$ cat config.mk
export PLATFORM = sky130hd
export DESIGN_NAME = cache_ctrl
export DESIGN_NICKNAME = d
export VERILOG_FILES = /design/src/rtl/cache_pkg.sv /design/src/rtl/cache_ctrl_sat_counter.sv /design/src/rtl/cache_ctrl.sv
export SDC_FILE = /design/constraint.sdc
export NUM_CORES = 1
export LEC_CHECK = 0
export ABC_AREA = 0
export CORE_AREA = 2 2 276 278
export CTS_BUF_LIST = sky130_fd_sc_hd__clkbuf_4 sky130_fd_sc_hd__clkbuf_8
export CTS_CLUSTER_DIAMETER = 120
export DETAILED_ROUTE_END_ITERATION = 8
export DIE_AREA = 0 0 278 280
export GPL_ROUTABILITY_DRIVEN = 0
export PLACE_DENSITY = 0.47
export SETUP_SLACK_MARGIN = 0.02
export SLEW_MARGIN = 5
export SYNTH_ARGS = -nofsm -noshare
export SYNTH_HDL_FRONTEND = slang
export SYNTH_HIERARCHICAL = 1
export SYNTH_SLANG_ARGS = --single-unit
$ cat constraint.sdc
create_clock -name clk -period 5.87 [get_ports clk]
set_clock_uncertainty 0.05 [all_clocks]
set_input_delay 1.761 -clock clk [delete_from_list [all_inputs] [get_ports clk]]
set_output_delay 1.761 -clock clk [all_outputs]
set_load 0.05 [all_outputs]
$ cat src/rtl/cache_pkg.sv
// Shared types and constants for the direct-mapped data cache miss controller.
package cache_pkg;
    localparam int LINE_WIDTH  = 128;
    localparam int OFFSET_BITS = 4;

    typedef enum logic [1:0] {
        IDLE,
        WRITEBACK,
        REFILL,
        FILL
    } cache_state_t;
endpackage

$ cat src/rtl/cache_ctrl_sat_counter.sv
// Up-counter that sticks at all-ones instead of wrapping.
module sat_counter #(
    parameter int WIDTH = 32
) (
    input  logic             clk,
    input  logic             rst_n,
    input  logic             inc,
    output logic [WIDTH-1:0] count
);
    logic [WIDTH-1:0] count_q;

    always_ff @(posedge clk or negedge rst_n) begin
        if (!rst_n) begin
            count_q <= '0;
        end else if (inc && (count_q != '1)) begin
            count_q <= count_q + 1'b1;
        end
    end

    assign count = count_q;
endmodule

$ cat src/rtl/cache_ctrl.sv
// Miss handler for the 2-line direct-mapped cache: stalls the CPU, writes back
// dirty victims, refills the line and counts hits, misses and write-backs.
module cache_ctrl
    import cache_pkg::*;
#(
    parameter int DATA_WIDTH = 32,
    parameter int LINE_WIDTH = cache_pkg::LINE_WIDTH,
    parameter int CNT_WIDTH  = 32
) (
    input  logic                  clk,
    input  logic                  rst_n,
    input  logic                  cpu_rd_en,
    input  logic                  cpu_wr_en,
    input  logic [DATA_WIDTH-1:0] cpu_addr,
    output logic                  stall,
    input  logic                  lookup_hit,
    input  logic                  victim_dirty,
    input  logic [LINE_WIDTH-1:0] victim_data,
    input  logic [DATA_WIDTH-1:0] victim_addr,
    output logic                  cache_rd_en,
    output logic                  cache_wr_en,
    output logic                  fill_en,
    output logic [LINE_WIDTH-1:0] fill_data,
    output logic                  mem_req,
    output logic                  mem_we,
    output logic [DATA_WIDTH-1:0] mem_addr,
    output logic [LINE_WIDTH-1:0] mem_wdata,
    input  logic [LINE_WIDTH-1:0] mem_rdata,
    input  logic                  mem_ack,
    output logic [CNT_WIDTH-1:0]  hit_cnt,
    output logic [CNT_WIDTH-1:0]  miss_cnt,
    output logic [CNT_WIDTH-1:0]  wb_cnt
);
    cache_state_t          state_q;
    logic                  mem_req_q;
    logic                  mem_we_q;
    logic                  fill_en_q;
    logic [DATA_WIDTH-1:0] mem_addr_q;
    logic [LINE_WIDTH-1:0] mem_wdata_q;
    logic [LINE_WIDTH-1:0] fill_data_q;

    logic                  access;
    logic                  in_idle;
    logic                  hit_inc;
    logic                  miss_inc;
    logic                  wb_inc;
    logic [DATA_WIDTH-1:0] refill_addr;
    logic [DATA_WIDTH-1:0] victim_line_addr;
    logic                  unused_offset_bits;

    assign access           = cpu_rd_en || cpu_wr_en;
    assign in_idle          = (state_q == IDLE);
    assign hit_inc          = in_idle && access && lookup_hit;
    assign miss_inc         = in_idle && access && !lookup_hit;
    assign wb_inc           = (state_q == WRITEBACK) && mem_ack;
    assign refill_addr      = {cpu_addr[DATA_WIDTH-1:OFFSET_BITS], {OFFSET_BITS{1'b0}}};
    assign victim_line_addr = {victim_addr[DATA_WIDTH-1:OFFSET_BITS], {OFFSET_BITS{1'b0}}};
    assign unused_offset_bits = ^{cpu_addr[OFFSET_BITS-1:0], victim_addr[OFFSET_BITS-1:0]};

    // A miss stalls in the same cycle it is seen, before the FSM has moved.
    assign stall       = !in_idle || miss_inc;
    assign cache_wr_en = hit_inc && cpu_wr_en;
    assign cache_rd_en = hit_inc && cpu_rd_en && !cpu_wr_en;

    always_ff @(posedge clk or negedge rst_n) begin
        if (!rst_n) begin
            state_q     <= IDLE;
            mem_req_q   <= 1'b0;
            mem_we_q    <= 1'b0;
            fill_en_q   <= 1'b0;
            mem_addr_q  <= '0;
            mem_wdata_q <= '0;
            fill_data_q <= '0;
        end else begin
            case (state_q)
                IDLE: begin
                    if (miss_inc) begin
                        mem_req_q <= 1'b1;
                        if (victim_dirty) begin
                            state_q     <= WRITEBACK;
                            mem_we_q    <= 1'b1;
                            mem_addr_q  <= victim_line_addr;
                            mem_wdata_q <= victim_data;
                        end else begin
                            state_q    <= REFILL;
                            mem_we_q   <= 1'b0;
                            mem_addr_q <= refill_addr;
                        end
                    end
                end
                // Request stays up across the hand-over; only direction and address change.
                WRITEBACK: begin
                    if (mem_ack) begin
                        state_q    <= REFILL;
                        mem_we_q   <= 1'b0;
                        mem_addr_q <= refill_addr;
                    end
                end
                REFILL: begin
                    if (mem_ack) begin
                        state_q     <= FILL;
                        mem_req_q   <= 1'b0;
                        fill_data_q <= mem_rdata;
                        fill_en_q   <= 1'b1;
                    end
                end
                FILL: begin
                    state_q   <= IDLE;
                    fill_en_q <= 1'b0;
                end
                default: state_q <= IDLE;
            endcase
        end
    end

    assign mem_req   = mem_req_q;
    assign mem_we    = mem_we_q;
    assign mem_addr  = mem_addr_q;
    assign mem_wdata = mem_wdata_q;
    assign fill_en   = fill_en_q;
    assign fill_data = fill_data_q;

    sat_counter #(.WIDTH(CNT_WIDTH)) u_hit_cnt (
        .clk  (clk),
        .rst_n(rst_n),
        .inc  (hit_inc),
        .count(hit_cnt)
    );

    sat_counter #(.WIDTH(CNT_WIDTH)) u_miss_cnt (
        .clk  (clk),
        .rst_n(rst_n),
        .inc  (miss_inc),
        .count(miss_cnt)
    );

    sat_counter #(.WIDTH(CNT_WIDTH)) u_wb_cnt (
        .clk  (clk),
        .rst_n(rst_n),
        .inc  (wb_inc),
        .count(wb_cnt)
    );
endmodule

==> run metrics <==
status=finished clean; hold_buf cts=0; DRT Wirelength=55,900 um; CP Max Fanout=4; vias in the first global route=12,946; unrepaired setup endpoints after global routing=false; Multi-input gate area=6140 um2; Synthesis Warnings=6; share of cells above drive strength 1=0.187; Area contributors post-synth=dfrtp_1, mux2_2, mux2_1; Worst IR Drop VDD=0.322 mV; CTS max path bufs=3; vias per inst=4.11; crit path launch type=primary input; number of DRC markers in iteration 0=422; DR pass1 iterations=4; Final Hold Viols=0; # DRC=0; final setup TNS=0 ps; Layout area overhead=60.2%; CTS buffer count=77; worst slack, placed=652 ps; Final setup violation count=0; Hold WC Path Type=reg2reg; setup ws final=647 ps; number of synthesized flops with an enable pin=0; Ports=717; total gr overflow=0; Critical Path Max Stage Delay=840 ps; R2R Setup Slk=2750 ps; Distinct cells, synth=50; CP max-delay cell=clkdlybuf4s50_1; cell mode on critical path=clkdlybuf4s50_1; Synth top area share=0.597; Post-CTS Repair Setup Buffers=0; largest net degree at the start of global routing=110; Die Area=77,800 um2; # fillers=7,408; Overall Global Routing Usage=0.140; WL/cell=19.2 um; crit path kind=in2out; clk_lat worst skew=640 ps; post-route ant nets=0; num rows=101; Pins Over Slew Limit=0; Post-Syn Area per Cell=14.4 um2; CP arrival=3410 ps; fin crit share=0.890; pwr dens=592 nW/um2; Mapped Area=16,100 um2; clock root buffer=clkbuf_8; count of state elements after synthesis=385; Fmax=191 MHz; worst-path cell chain=clkdlybuf4s50_1 -> nand2_1 -> nor3b_1 -> clkdlybuf4s50_1; Die Y=280 um; asr flop ratio synth=1.00; Max-Cap Viols=0; htree depth=3; Seq. cell area=9630 um2; clock sink count=385; Core Region=75,200 um2; Lkg Pwr=10.6 nW; Slew @ Worst Pin=924 ps; initial antenna violation count=3; Seq/Total Area, Yosys=0.597; Worst Setup End Kind=output port; # port buffers=704; Tmin final=5220 ps; first-pass GRT wire length=83,000 um; clock transition at the registers of the reported paths=50 ps; count leader, synth=dfrtp_1; Synth Flop Type=dfrtp_1; detailed placement HPWL=41,700 um; Final #Nets=2,209; die extent in x=278 um; PostCTS Resize Cnt=0; top cells by count, synth=dfrtp_1, mux2_2, mux2_1; Critical Path RT=4060 ps; Mapped Cells=1,121; CTS tree=built; Slew HR=0.384; DR vias=11,954; Starting Density=0.215; leading area contributor after synthesis=dfrtp_1
## through the flow
step	utilization	hold slack [ps]	instance area (um2)	std cells	total power, mW
2_1_floorplan	-	525	16200	1124	9.54
3_3_place_gp	0.323	423	24300	2773	12.5
3_5_place_dp	0.323	431	24300	2773	12.6
4_1_cts	0.344	443	25800	2904	15.6
5_1_grt	0.344	453	25900	2906	16.0
6_report	0.344	437	25900	2906	15.3
## critical path, delay by kind of cell
family / cells / cell delay [ps]
and+or+nand+nor: 2 / 290
buffers and inverters: 2 / 1360
## placed cells by master (no fill, tap or decap), types with 11 or more instances in the layout
cell type,Yosys,layout
nand3_1,40,40
inv_1,12,12
mux2_2,177,177
dfrtp_1,385,385
clkdlybuf4s50_1,0,703
and4_1,11,11
clkbuf_4,0,27
xor2_1,21,21
nand4_1,45,45
xnor2_1,67,67
nor4_1,11,11
mux2_1,131,131
clkbuf_8,0,94
nor2_1,34,34
nand2_1,44,43
## logic make-up after synthesis
logic type	Yosys count	synth area share
muxes	323	0.227
other	1	0.000232
DFF	385	0.597
adders and majority gates	8	0.00620
and+or+nand+nor	231	0.0829
xor gates and xnor gates	88	0.0478
buffers and inverters	57	0.0247
AOI/OAI and AO/OA	28	0.0143
## power by group
| group | switching, mW | internal, mW |
|---|---|---|
| combinational | 5.21 | 2.94 |
| sequential | 0.587 | 3.73 |
| clock | 1.22 | 1.62 |
## state kept, by name, summed over array words and instances, names as in the netlist
name / flops
fill_data: 128
fill_en: 1
mem_addr: 28
mem_req: 1
mem_wdata: 128
mem_we: 1
state_q: 2
u_hit_cnt/count: 32
u_miss_cnt/count: 32
u_wb_cnt/count: 32
## final timing paths
check,from,end,cells past startpoint
max in group asynchronous,rst_n,mem_wdata[88]$_DFFE_PN0P_,2
min,mem_wdata[97]$_DFFE_PN0P_,mem_wdata[97]$_DFFE_PN0P_,1
min in group asynchronous,rst_n,mem_wdata[68]$_DFFE_PN0P_,1
min reg2reg,mem_wdata[97]$_DFFE_PN0P_,mem_wdata[97]$_DFFE_PN0P_,1
max reg2reg,state_q[0]$_DFFE_PN0P_,u_miss_cnt/count[29]$_DFFE_PN0P_,9
max,lookup_hit,cache_rd_en,4
## area by class of cell
| cell class | count | area share |
|---|---|---|
| antenna | 2 | 0.000194 |
| clock buffer | 121 | 0.0579 |
| clock inverter | 10 | 0.00334 |
| inverter | 12 | 0.00174 |
| multi-input combinational | 682 | 0.238 |
| sequential | 385 | 0.373 |
| tap | 978 | 0.0473 |
| timing repair buffer | 716 | 0.279 |
## routing by layer
layer,share of wire,wire [um],vias up,track usage
li1,-,-,5514,-
met5,0.00021,12,-,0
met2,0.50,28200,454,0.239
met3,0.073,4100,100,0.0473
met4,0.027,1500,2,0.0482
met1,0.40,22100,5884,0.162
No activity file was read; power rests on OpenSTA's default activity.
